$ cat config.mk
export PLATFORM = sky130hd
export DESIGN_NAME = axi4lite_slave_regs
export DESIGN_NICKNAME = d
export VERILOG_FILES = /design/src/rtl/axi4lite_slave_regs.sv
export SDC_FILE = /design/constraint.sdc
export NUM_CORES = 1
export LEC_CHECK = 0
export CAP_MARGIN = 10
export CORE_ASPECT_RATIO = 0.75
export CORE_UTILIZATION = 46
export DETAILED_ROUTE_END_ITERATION = 10
export GPL_TIMING_DRIVEN = 0
export PLACE_DENSITY = 0.83
export SLEW_MARGIN = 10
export SYNTH_ARGS = -nofsm -noshare
export SYNTH_HDL_FRONTEND = slang
export SYNTH_SLANG_ARGS = --single-unit
$ cat constraint.sdc
create_clock -name A_CLK -period 2.8 [get_ports A_CLK]
set_clock_uncertainty 0.15 [all_clocks]
set_input_delay 0.7 -clock A_CLK [delete_from_list [all_inputs] [get_ports A_CLK]]
set_output_delay 0.7 -clock A_CLK [all_outputs]
set_load 0.05 [all_outputs]
$ cat src/rtl/axi4lite_slave_regs.sv
// AXI4-Lite slave exposing CTRL, CFG and SCRATCH registers plus a free-running cycle counter.
// The write path (WIDLE/WRESP) and the read path (RIDLE/RDATA) run independently.
module axi4lite_slave_regs #(
    parameter int unsigned AXI_ADDR_WIDTH = 32,
    parameter int unsigned AXI_DATA_WIDTH = 32,
    parameter int unsigned AXI_STRB_WIDTH = AXI_DATA_WIDTH / 8
) (
    input  logic                      A_CLK,
    input  logic                      A_RSTn,
    // write address channel
    input  logic                      AW_VALID,
    input  logic [AXI_ADDR_WIDTH-1:0] AW_ADDR,
    input  logic [2:0]                AW_PROT,
    output logic                      AW_READY,
    // write data channel
    input  logic                      W_VALID,
    input  logic [AXI_DATA_WIDTH-1:0] W_DATA,
    input  logic [AXI_STRB_WIDTH-1:0] W_STRB,
    output logic                      W_READY,
    // write response channel
    output logic                      B_VALID,
    output logic [1:0]                B_RESP,
    input  logic                      B_READY,
    // read address channel
    input  logic                      AR_VALID,
    input  logic [AXI_ADDR_WIDTH-1:0] AR_ADDR,
    input  logic [2:0]                AR_PROT,
    output logic                      AR_READY,
    // read data channel
    output logic                      R_VALID,
    output logic [AXI_DATA_WIDTH-1:0] R_DATA,
    output logic [1:0]                R_RESP,
    input  logic                      R_READY,
    // live register values
    output logic [AXI_DATA_WIDTH-1:0] CTRL_O,
    output logic [AXI_DATA_WIDTH-1:0] CFG_O
);

    localparam logic [1:0] RespOkay   = 2'b00;
    localparam logic [1:0] RespSlverr = 2'b10;

    typedef enum logic {WIdle, WResp} wstate_t;
    typedef enum logic {RIdle, RData} rstate_t;

    function automatic logic [AXI_DATA_WIDTH-1:0] apply_strb(
        input logic [AXI_DATA_WIDTH-1:0] old_val,
        input logic [AXI_DATA_WIDTH-1:0] new_val,
        input logic [AXI_STRB_WIDTH-1:0] strb
    );
        logic [AXI_DATA_WIDTH-1:0] res;
        res = old_val;
        for (int i = 0; i < int'(AXI_STRB_WIDTH); i++) begin
            if (strb[i]) begin
                res[8*i +: 8] = new_val[8*i +: 8];
            end
        end
        return res;
    endfunction

    // Registers
    logic [AXI_DATA_WIDTH-1:0] ctrl_q;
    logic [AXI_DATA_WIDTH-1:0] cfg_q;
    logic [AXI_DATA_WIDTH-1:0] scratch_q;
    logic [AXI_DATA_WIDTH-1:0] cycle_q;

    // Held low for the first cycle after reset so READYs only rise once reset is released.
    logic out_of_reset_q;

    // Write path state
    wstate_t                   wstate_q, wstate_d;
    logic                      aw_held_q, w_held_q;
    logic [AXI_ADDR_WIDTH-1:0] aw_addr_q;
    logic [AXI_DATA_WIDTH-1:0] w_data_q;
    logic [AXI_STRB_WIDTH-1:0] w_strb_q;
    logic [1:0]                b_resp_q;

    logic                      aw_ready, w_ready;
    logic                      aw_hs, w_hs;
    logic                      commit;
    logic [AXI_ADDR_WIDTH-1:0] wr_addr;
    logic [AXI_DATA_WIDTH-1:0] wr_data;
    logic [AXI_STRB_WIDTH-1:0] wr_strb;
    logic                      wr_hit, wr_ok;
    logic [1:0]                wr_idx;

    // Read path state
    rstate_t                   rstate_q, rstate_d;
    logic [AXI_DATA_WIDTH-1:0] r_data_q;
    logic [1:0]                r_resp_q;

    logic                      ar_ready, ar_hs;
    logic                      rd_hit;
    logic [1:0]                rd_idx;
    logic [AXI_DATA_WIDTH-1:0] rd_val;
    logic [1:0]                rd_resp;

    logic unused_bits;
    assign unused_bits = ^{AW_PROT, AR_PROT, wr_addr[1:0], AR_ADDR[1:0]};

    always_ff @(posedge A_CLK) begin
        if (!A_RSTn) begin
            out_of_reset_q <= 1'b0;
        end else begin
            out_of_reset_q <= 1'b1;
        end
    end

    // ------------------------------------------------------------------
    // Write path
    // ------------------------------------------------------------------
    assign aw_ready = out_of_reset_q && (wstate_q == WIdle) && !aw_held_q;
    assign w_ready  = out_of_reset_q && (wstate_q == WIdle) && !w_held_q;
    assign aw_hs    = AW_VALID && aw_ready;
    assign w_hs     = W_VALID && w_ready;

    // Commit as soon as both halves are available, whether held or arriving now.
    assign commit  = (wstate_q == WIdle) && (aw_held_q || aw_hs) && (w_held_q || w_hs);
    assign wr_addr = aw_held_q ? aw_addr_q : AW_ADDR;
    assign wr_data = w_held_q ? w_data_q : W_DATA;
    assign wr_strb = w_held_q ? w_strb_q : W_STRB;
    assign wr_hit  = ((wr_addr >> 4) == '0);
    assign wr_idx  = wr_addr[3:2];
    assign wr_ok   = wr_hit && (wr_idx != 2'd3);

    always_comb begin
        wstate_d = wstate_q;
        unique case (wstate_q)
            WIdle:   if (commit) wstate_d = WResp;
            WResp:   if (B_READY) wstate_d = WIdle;
            default: wstate_d = WIdle;
        endcase
    end

    always_ff @(posedge A_CLK) begin
        if (!A_RSTn) begin
            wstate_q  <= WIdle;
            aw_held_q <= 1'b0;
            w_held_q  <= 1'b0;
            aw_addr_q <= '0;
            w_data_q  <= '0;
            w_strb_q  <= '0;
            b_resp_q  <= RespOkay;
        end else begin
            wstate_q <= wstate_d;
            if (commit) begin
                aw_held_q <= 1'b0;
                w_held_q  <= 1'b0;
                b_resp_q  <= wr_ok ? RespOkay : RespSlverr;
            end else begin
                if (aw_hs) begin
                    aw_held_q <= 1'b1;
                    aw_addr_q <= AW_ADDR;
                end
                if (w_hs) begin
                    w_held_q <= 1'b1;
                    w_data_q <= W_DATA;
                    w_strb_q <= W_STRB;
                end
            end
        end
    end

    always_ff @(posedge A_CLK) begin
        if (!A_RSTn) begin
            ctrl_q    <= '0;
            cfg_q     <= '0;
            scratch_q <= '0;
        end else if (commit && wr_ok) begin
            case (wr_idx)
                2'd0:    ctrl_q    <= apply_strb(ctrl_q, wr_data, wr_strb);
                2'd1:    cfg_q     <= apply_strb(cfg_q, wr_data, wr_strb);
                2'd2:    scratch_q <= apply_strb(scratch_q, wr_data, wr_strb);
                default: ;
            endcase
        end
    end

    always_ff @(posedge A_CLK) begin
        if (!A_RSTn) begin
            cycle_q <= '0;
        end else begin
            cycle_q <= cycle_q + AXI_DATA_WIDTH'(1);
        end
    end

    // ------------------------------------------------------------------
    // Read path
    // ------------------------------------------------------------------
    assign ar_ready = out_of_reset_q && (rstate_q == RIdle);
    assign ar_hs    = AR_VALID && ar_ready;
    assign rd_hit   = ((AR_ADDR >> 4) == '0);
    assign rd_idx   = AR_ADDR[3:2];

    // Sampled from the current register values, so a same-edge write is not visible.
    always_comb begin
        rd_val  = '0;
        rd_resp = RespSlverr;
        if (rd_hit) begin
            rd_resp = RespOkay;
            case (rd_idx)
                2'd0:    rd_val = ctrl_q;
                2'd1:    rd_val = cfg_q;
                2'd2:    rd_val = scratch_q;
                default: rd_val = cycle_q;
            endcase
        end
    end

    always_comb begin
        rstate_d = rstate_q;
        unique case (rstate_q)
            RIdle:   if (ar_hs) rstate_d = RData;
            RData:   if (R_READY) rstate_d = RIdle;
            default: rstate_d = RIdle;
        endcase
    end

    always_ff @(posedge A_CLK) begin
        if (!A_RSTn) begin
            rstate_q <= RIdle;
            r_data_q <= '0;
            r_resp_q <= RespOkay;
        end else begin
            rstate_q <= rstate_d;
            if (ar_hs) begin
                r_data_q <= rd_val;
                r_resp_q <= rd_resp;
            end
        end
    end

    // ------------------------------------------------------------------
    // Outputs
    // ------------------------------------------------------------------
    assign AW_READY = aw_ready;
    assign W_READY  = w_ready;
    assign B_VALID  = (wstate_q == WResp);
    assign B_RESP   = b_resp_q;
    assign AR_READY = ar_ready;
    assign R_VALID  = (rstate_q == RData);
    assign R_DATA   = r_data_q;
    assign R_RESP   = r_resp_q;
    assign CTRL_O   = ctrl_q;
    assign CFG_O    = cfg_q;

endmodule
==> reports/qor.log, run 1 <==
INFO  power_and_ir_drop p_per_area=543nW/µm²
INFO  final_layout   fillerInstances=1,502
INFO  logic_synthesis portion_of_synthesized_cell_area_occupied_by_the_leading_cell_type=46.1%
INFO  critical_path  timing.setup.critical_path_class=input pin to flop
INFO  power_and_ir_drop power.ir.vdd_worst=399µV
INFO  timing         finalCriticalPeriod=2850ps
INFO  detailed_routing maxUsedRoutingLayer=met4
INFO  logic_synthesis asyncSetResetFlopFracSynth=0%
INFO  critical_path  worstPathRequired=3110ps
INFO  detailed_routing drcViolationCount=0
INFO  timing         timing.final.max_slew_violations=0
INFO  critical_path  setup.worst_path.start_class=input pin
INFO  final_layout   flow.area_growth_from_synthesis=39.5%
INFO  logic_synthesis postSynthAreaPerCell=10.7µm²
INFO  final_layout   antenna-diode-count=0
INFO  global_routing first_global_vias=9,414
INFO  logic_synthesis sequential_to_total_area_share_from_yosys_stat=46.1%
INFO  placed_design  port_buffers=203
INFO  timing         slew_headroom=22.4%
INFO  detailed_routing wirelength=36,600µm
INFO  logic_synthesis synthesis.instances=942
INFO  min_path       worst_hold_startpoint=AW_ADDR[19]
INFO  floorplanning  core-area=21,400µm²
INFO  placed_design  replace_congestion=0.925
INFO  critical_path  reg2reg_to=CFG_O[22]$_SDFFE_PN0P_
INFO  clock_network  post_cts_clock_slew_at_the_launch_and_capture_registers_of_the_worst_setup_and_hold_paths=60ps
INFO  clock_network  clock_tree.root_cell=clkbuf_16
INFO  detailed_routing route.met2.wl=15,800µm
INFO  global_routing grt_remaining_overflow=0
INFO  min_path       worstHoldEndpoint=aw_addr_q[19]$_SDFFE_PN0P_
INFO  clock_network  cts-buffers-inserted=23
INFO  global_routing global_route_wire_length_before_repair=54,500µm
INFO  timing         final.hold.worst_slack=307ps
INFO  placed_design  dpl.hpwl=23,500µm
INFO  logic_synthesis yosys_register_bits=233
INFO  min_path       number_of_instances_on_the_worst_hold_path=3
INFO  clock_network  cts_tree=done
INFO  run_status     failing_checks=setup timing
INFO  detailed_routing via_count=9,683
INFO  timing         hold_viol=0
INFO  detailed_routing dr.pass1.iters=5
INFO  timing         report.final.setup_viol=10
INFO  critical_path  setup.worst_path.start=A_RSTn
INFO  min_path       hp-class=input pin to flop
INFO  detailed_routing detail_route.iter0.violations=1,011
INFO  logic_synthesis synth.top_cells.by_area=dfxtp_1 (46%), o221a_1 (10%), mux2i_1 (7.1%), mux4_2 (7.1%), nand2_1 (3.8%)
INFO  global_routing grt_use_total=31.5%
INFO  timing         worst_pin_slew=1160ps
INFO  logic_synthesis synth-edff-count=0
INFO  timing         post-route-period-util=102%
INFO  final_layout   drive_above_1_share=15.7%
INFO  detailed_routing remaining_number_of_nets_flagged_by_the_antenna_check_after_routing=0
INFO  final_layout   finalInstanceArea=14,100µm²
INFO  floorplanning  floorplan.die_area=22,600µm²
INFO  clock_network  clock_tree.htree_level_count=1
INFO  detailed_routing vias_per_cell=6.36
INFO  power_and_ir_drop leakagePower=0.00510µW
INFO  critical_path  timing.rr.start=aw_held_q$_SDFFE_PP0P_
INFO  clock_network  numClockSinks=233
INFO  floorplanning  vert_die_dim=130µm
INFO  floorplanning  top_level_ports=218
INFO  clock_network  cts-root-to-sink-buffers=3
INFO  detailed_routing wl_per_cell=24.0µm
INFO  global_routing largest_net_degree_at_the_start_of_global_routing=15
INFO  clock_network  clkLatencyLatePin=540ps
INFO  final_layout   final_net_count=1,331
INFO  detailed_routing wl_met1=14,500µm
INFO  logic_synthesis yosysWarnings=0
INFO  timing         timing.fmax=351MHz
INFO  global_routing grt_antenna_before_repair=0
INFO  placed_design  placement.cell_area=12,500µm²
INFO  critical_path  kind_of_capture_point_of_the_worst_setup_path=flop
INFO  floorplanning  floorplan.initialDensity=47.4%
INFO  floorplanning  placementRows=46
INFO  critical_path  critical_path_peak_fanout=10
INFO  logic_synthesis yosys.cell_types.count=48
INFO  job            cap_viol_max_count=0
INFO  logic_synthesis synth.cell_area=10,100µm²
INFO  timing         finalSetupTns=-299ps
INFO  critical_path  crit_arrival=3160ps
INFO  floorplanning  floorplan.die.width=173µm
INFO  logic_synthesis ys.flop_type=dfxtp_1
INFO  detailed_routing detailroute.wirelength.met3=4370µm
INFO  clock_network  postCtsHoldBufs=0
INFO  critical_path  ff2ff_setup_slack=10ps
INFO  logic_synthesis yosys.area.top_type=dfxtp_1
INFO  critical_path  timing.reg2reg.worst_path_depth=10
INFO  run_status     status=finished with violations
INFO  timing         worst_slack=-50.7ps
per-stage QoR:
step | power [µW] | utilization (%) | worst slack [ps] | std cells
after floorplan | 3890 | - | 7.02 | 943
after global placement | 4190 | 58.6 | -1390 | 1434
after detailed placement | 4210 | 58.7 | -837 | 1435
after CTS | 7550 | 65.5 | -63.0 | 1517
after global routing | 7830 | 66.1 | -50.3 | 1522
final | 7670 | 66.1 | -50.7 | 1522
worst max path at each step:
stage                                  to
6_report          CTRL_O[22]$_SDFFE_PN0P_
4_1_cts            CFG_O[19]$_SDFFE_PN0P_
3_5_place_dp   scratch_q[21]$_SDFFE_PN0P_
5_1_grt            CFG_O[22]$_SDFFE_PN0P_
2_1_floorplan  scratch_q[10]$_SDFFE_PN0P_
3_3_place_gp      R_DATA[13]$_SDFFE_PN0P_
worst max-delay path, stage by stage:
cell and delay, ps:
clkdlybuf4s50_1 520, clkbuf_1 520, clkbuf_2 460, clkbuf_1 630, o221a_1 320
metal layers:
layer	track usage (%)	vias up
li1	-	4128
met1	40.5	4645
met2	49.6	740
met3	8.97	170
met4	14.4	0
met5	0	-
Yosys cell counts, types with 2 or more instances:
cell type  number
mux4_2         32
a2111oi_4      12
or4_1           3
a21oi_1        45
xor2_1          9
nor2b_1         2
o21ai_0         7
xnor2_1        13
buf_6           8
inv_1           4
o221a_2         2
and3_1          6
or3_1           9
dfxtp_1       233
nor4_1         20
nand2_1       103
buf_2           7
clkbuf_1       47
nor3_1          7
mux2_2          4
a31oi_1         2
nor2_1        102
a22oi_1        32
and2_1          2
buf_1           5
o221a_1        94
nand2b_1        5
a211o_1         2
nand4_1        14
buf_4           5
and4_1          4
mux2i_1        72
nand3_1        15
flip-flops by register name, summed over array words and instances, names as in the netlist:
register / flops
w_held_q: 1
w_strb_q: 4
R_DATA: 32
R_VALID: 1
CFG_O: 32
cycle_q: 32
w_data_q: 32
out_of_reset_q: 1
aw_held_q: 1
scratch_q: 32
aw_addr_q: 30
R_RESP: 1
CTRL_O: 32
B_VALID: 1
B_RESP: 1
cell families (layout without fill, tap and decap cells):
group,count (synthesis),count (layout),synth area share [%]
AND/OR/NAND/NOR,296,296,13.3
flip-flops,233,233,46.1
AO/OA/AOI/OAI,203,203,20.0
multiplexers,108,108,14.7
buffers and inverters,78,369,3.87
XOR/XNOR,22,22,1.90
adder cells (fa/ha/maj),1,1,0.124
other,1,2,0.0371
power breakdown:
group	leakage (µW)	internal (µW)	switching (µW)
combinational	0.00279	321	485
sequential	0.00188	3370	41.1
clock	0.000417	2060	1390
total	0.00510	5750	1910
repair_timing:
action / CTS / global route
gates cloned: 5 / 0
buffers inserted: 35 / 7
pin swaps: 30 / 13
endpoints found under the setup margin: 139 / 146
resized for setup: 90 / 26
cells in the final DEF (no fill, tap or decap), drive strengths merged, types with 10 or more instances in the layout:
cell type and count:
nand4 14, nor4 20, a2111oi 12, clkbuf 79
xnor2 13, dfxtp 233, o221a 96, mux2i 72
mux4 32, nand2 103, buf 77, nand3 15
a21oi 46, nor2 102, a22oi 32, or3 10
clkdlybuf4s50 180
final cells by class:
class,instances,area [µm²],share of cell area (%)
inverter,5,18.8,0.133
multi-input combinational,632,5200,36.8
timing repair buffer,251,2590,18.3
tap,288,360,2.55
clock buffer,32,679,4.81
clock inverter,10,154,1.09
buffer,71,444,3.15
sequential,233,4670,33.1
(Power assumes the default switching activity.)
==> inputs of run 2 (changes only) <==
--- a/config.mk
+++ b/config.mk
@@ -10,7 +10,7 @@
 export CORE_UTILIZATION = 46
 export DETAILED_ROUTE_END_ITERATION = 10
 export GPL_TIMING_DRIVEN = 0
-export PLACE_DENSITY = 0.83
+export PLACE_DENSITY = 0.81
 export SLEW_MARGIN = 10
 export SYNTH_ARGS = -nofsm -noshare
 export SYNTH_HDL_FRONTEND = slang
==> run 2 against run 1 <==
The flow still finishes with violations (setup timing); register-to-register slack improved by 60 ps; worst hold slack got worse by 17 ps; core utilization fell by 1.8 points; clock-buffer cell count fell by 1; worst setup slack improved by 40 ps; sequential share of layout area rose by 0.90 points.
==> reports/qor.log, run 2 (synthesis results as in run 1) <==
INFO  timing         finalCriticalPeriod=2810ps
INFO  global_routing grt_remaining_overflow=0
INFO  timing         slew_headroom=14.5%
INFO  floorplanning  placementRows=46
INFO  final_layout   highest_count_cells_in_the_layout_ignoring_fill_and_taps=dfxtp_1 (232), clkdlybuf4s50_1 (184), nand2_1 (103)
INFO  critical_path  worstPathRequired=3050ps
INFO  clock_network  clkLatencyLatePin=520ps
INFO  global_routing global_route_wire_length_before_repair=49,600µm
INFO  global_routing largest_net_degree_at_the_start_of_global_routing=16
INFO  final_layout   fin_cells=1,503
INFO  job            cap_viol_max_count=0
INFO  timing         worst_pin_slew=1280ps
INFO  clock_network  post_cts_clock_slew_at_the_launch_and_capture_registers_of_the_worst_setup_and_hold_paths=60ps
INFO  power_and_ir_drop internal_power=5640µW
INFO  critical_path  critical_path_peak_fanout=10
INFO  min_path       hp-class=input pin to flop
INFO  critical_path  endpoint=CTRL_O[7]$_SDFFE_PN0P_
INFO  floorplanning  floorplan.initialDensity=47.4%
INFO  power_and_ir_drop swShare=24.2%
INFO  final_layout   final_net_count=1,314
INFO  timing         timing.final.max_slew_violations=0
INFO  critical_path  timing.setup.critical_path_class=input pin to flop
INFO  timing         worst_slack=-10.5ps
INFO  final_layout   multiInputGateArea=5140µm²
INFO  detailed_routing via_count=9,089
INFO  power_and_ir_drop pwr-share-comb=10.1%
INFO  global_routing grt_antenna_before_repair=0
INFO  placed_design  placed_instances=1,435
INFO  timing         post-route-period-util=100%
INFO  run_status     failing_checks=setup timing
INFO  final_layout   drive_above_1_share=13.6%
INFO  detailed_routing vias_per_cell=6.05
INFO  power_and_ir_drop power.ir.vdd_worst=373µV
INFO  critical_path  crit_arrival=3060ps
INFO  critical_path  ff2ff_setup_slack=70ps
INFO  placed_design  dpl.hpwl=23,500µm
INFO  detailed_routing wirelength=32,900µm
INFO  power_and_ir_drop power.clock.fraction=44.2%
INFO  clock_network  cts-buffers-inserted=22
INFO  global_routing grt_use_total=28.4%
INFO  clock_network  clock_tree.root_cell=clkbuf_16
INFO  detailed_routing remaining_number_of_nets_flagged_by_the_antenna_check_after_routing=0
INFO  critical_path  timing.rr.start=aw_held_q$_SDFFE_PP0P_
INFO  detailed_routing detail_route.iter0.violations=837
INFO  power_and_ir_drop switching_power=1800µW
INFO  final_layout   flow.area_growth_from_synthesis=35.8%
INFO  final_layout   layout.area.seq=4670µm²
INFO  clock_network  postCtsHoldBufs=0
INFO  clock_network  cts_tree=done
INFO  floorplanning  floorplan.die_area=22,600µm²
INFO  placed_design  replace_congestion=0.907
INFO  power_and_ir_drop leakagePower=0.00492µW
INFO  timing         timing.fmax=356MHz
INFO  final_layout   fillerInstances=1,614
INFO  clock_network  numClockSinks=233
INFO  power_and_ir_drop power.sequential.fraction=45.7%
INFO  placed_design  port_buffers=203
INFO  final_layout   antenna-diode-count=0
INFO  critical_path  reg2reg_to=scratch_q[3]$_SDFFE_PN0P_
INFO  detailed_routing drcViolationCount=0
INFO  critical_path  setup.worst_path.start=AW_ADDR[30]
INFO  clock_network  clock_tree.htree_level_count=1
INFO  power_and_ir_drop p_per_area=542nW/µm²
INFO  floorplanning  top_level_ports=218
INFO  critical_path  kind_of_capture_point_of_the_worst_setup_path=flop
INFO  critical_path  timing.reg2reg.worst_path_depth=7
INFO  timing         report.final.setup_viol=3
INFO  detailed_routing wl_per_cell=21.9µm
INFO  floorplanning  vert_die_dim=130µm
INFO  final_layout   layout_commonest_cell=dfxtp_1
INFO  run_status     status=finished with violations
INFO  detailed_routing dr.pass1.iters=7
INFO  critical_path  setup.worst_path.start_class=input pin
INFO  global_routing first_global_vias=8,860
INFO  floorplanning  floorplan.die.width=173µm
INFO  final_layout   final_core_utilization=64.3%
INFO  clock_network  cts-root-to-sink-buffers=3
INFO  timing         hold_viol=0
INFO  floorplanning  core-area=21,400µm²
==> run 2: cell count changes in the layout (fill, tap and decap cells not counted), moves of 4 or more <==
| cell | change |
|---|---|
| clkdlybuf4s50_1 | +4 |
| buf_12 | -6 |
| buf_6 | -6 |
| clkbuf_2 | +4 |
| buf_2 | -5 |
==> run 2: area by class of cell <==
cell class	instances	area share (%)
multi-input cells	632	37.4
flip-flops and latches	233	34.0
repair buffers	235	16.9
clock buffers	31	4.70
plain buffers	71	3.15
well taps	288	2.62
clock inverters	8	1.04
inverters	5	0.137
==> run 2: power by group through the flow <==
stage,clock network (µW),logic (µW),registers (µW)
2_1_floorplan,0,407,3480
3_3_place_gp,0,717,3480
3_5_place_dp,0,731,3480
4_1_cts,3290,732,3400
5_1_grt,3430,796,3410
6_report,3290,752,3410
==> run 2: through the flow <==
stage	setup WS, ps	hold slack (ps)	setup TNS [ps]	power (µW)	instance area (µm²)
global route	-32.3	310	-406	7640	13700
CTS	4.17	307	0	7430	13600
detailed placement	-835	298	-105990	4210	12500
finish	-10.5	289	-16.8	7450	13700
floorplan	7.02	281	0	3890	10100
global placement	-1590	291	-136180	4190	12500
==> run 2: how the worst min path moves through the flow <==
stage,start,end,depth (start not counted)
3_5_place_dp,aw_addr_q[15]$_SDFFE_PN0P_,aw_addr_q[15]$_SDFFE_PN0P_,2
6_report,AW_ADDR[27],aw_addr_q[27]$_SDFFE_PN0P_,3
2_1_floorplan,aw_addr_q[24]$_SDFFE_PN0P_,aw_addr_q[24]$_SDFFE_PN0P_,2
4_1_cts,aw_addr_q[15]$_SDFFE_PN0P_,aw_addr_q[15]$_SDFFE_PN0P_,2
3_3_place_gp,aw_addr_q[26]$_SDFFE_PN0P_,aw_addr_q[26]$_SDFFE_PN0P_,2
5_1_grt,AW_ADDR[27],aw_addr_q[27]$_SDFFE_PN0P_,3
==> run 2: repair_timing <==
action / CTS / global route
endpoints found under the setup margin: 139 / 109
cloned: 2 / 0
buffers inserted: 18 / 11
pin swaps: 17 / 22
gates resized for setup: 43 / 34
==> run 2: routing by layer <==
layer | up-vias | GRT usage [%] | part of all wire, % | wire (µm)
met5 | - | 0 | 0 | 0
met2 | 525 | 45.1 | 44 | 14400
li1 | 4098 | - | - | -
met3 | 67 | 6.92 | 11 | 3690
met4 | 0 | 9.27 | 2.8 | 918
met1 | 4399 | 38.2 | 42 | 13900
==> run 2: worst max-delay path, stage by stage <==
cell             delay (ps)
clkdlybuf4s50_1         450
nor4_2                  300
nand3_1                 140
a221o_4                 500
buf_12                  170
a211o_4                 350
buf_4                   210
o221a_1                 220
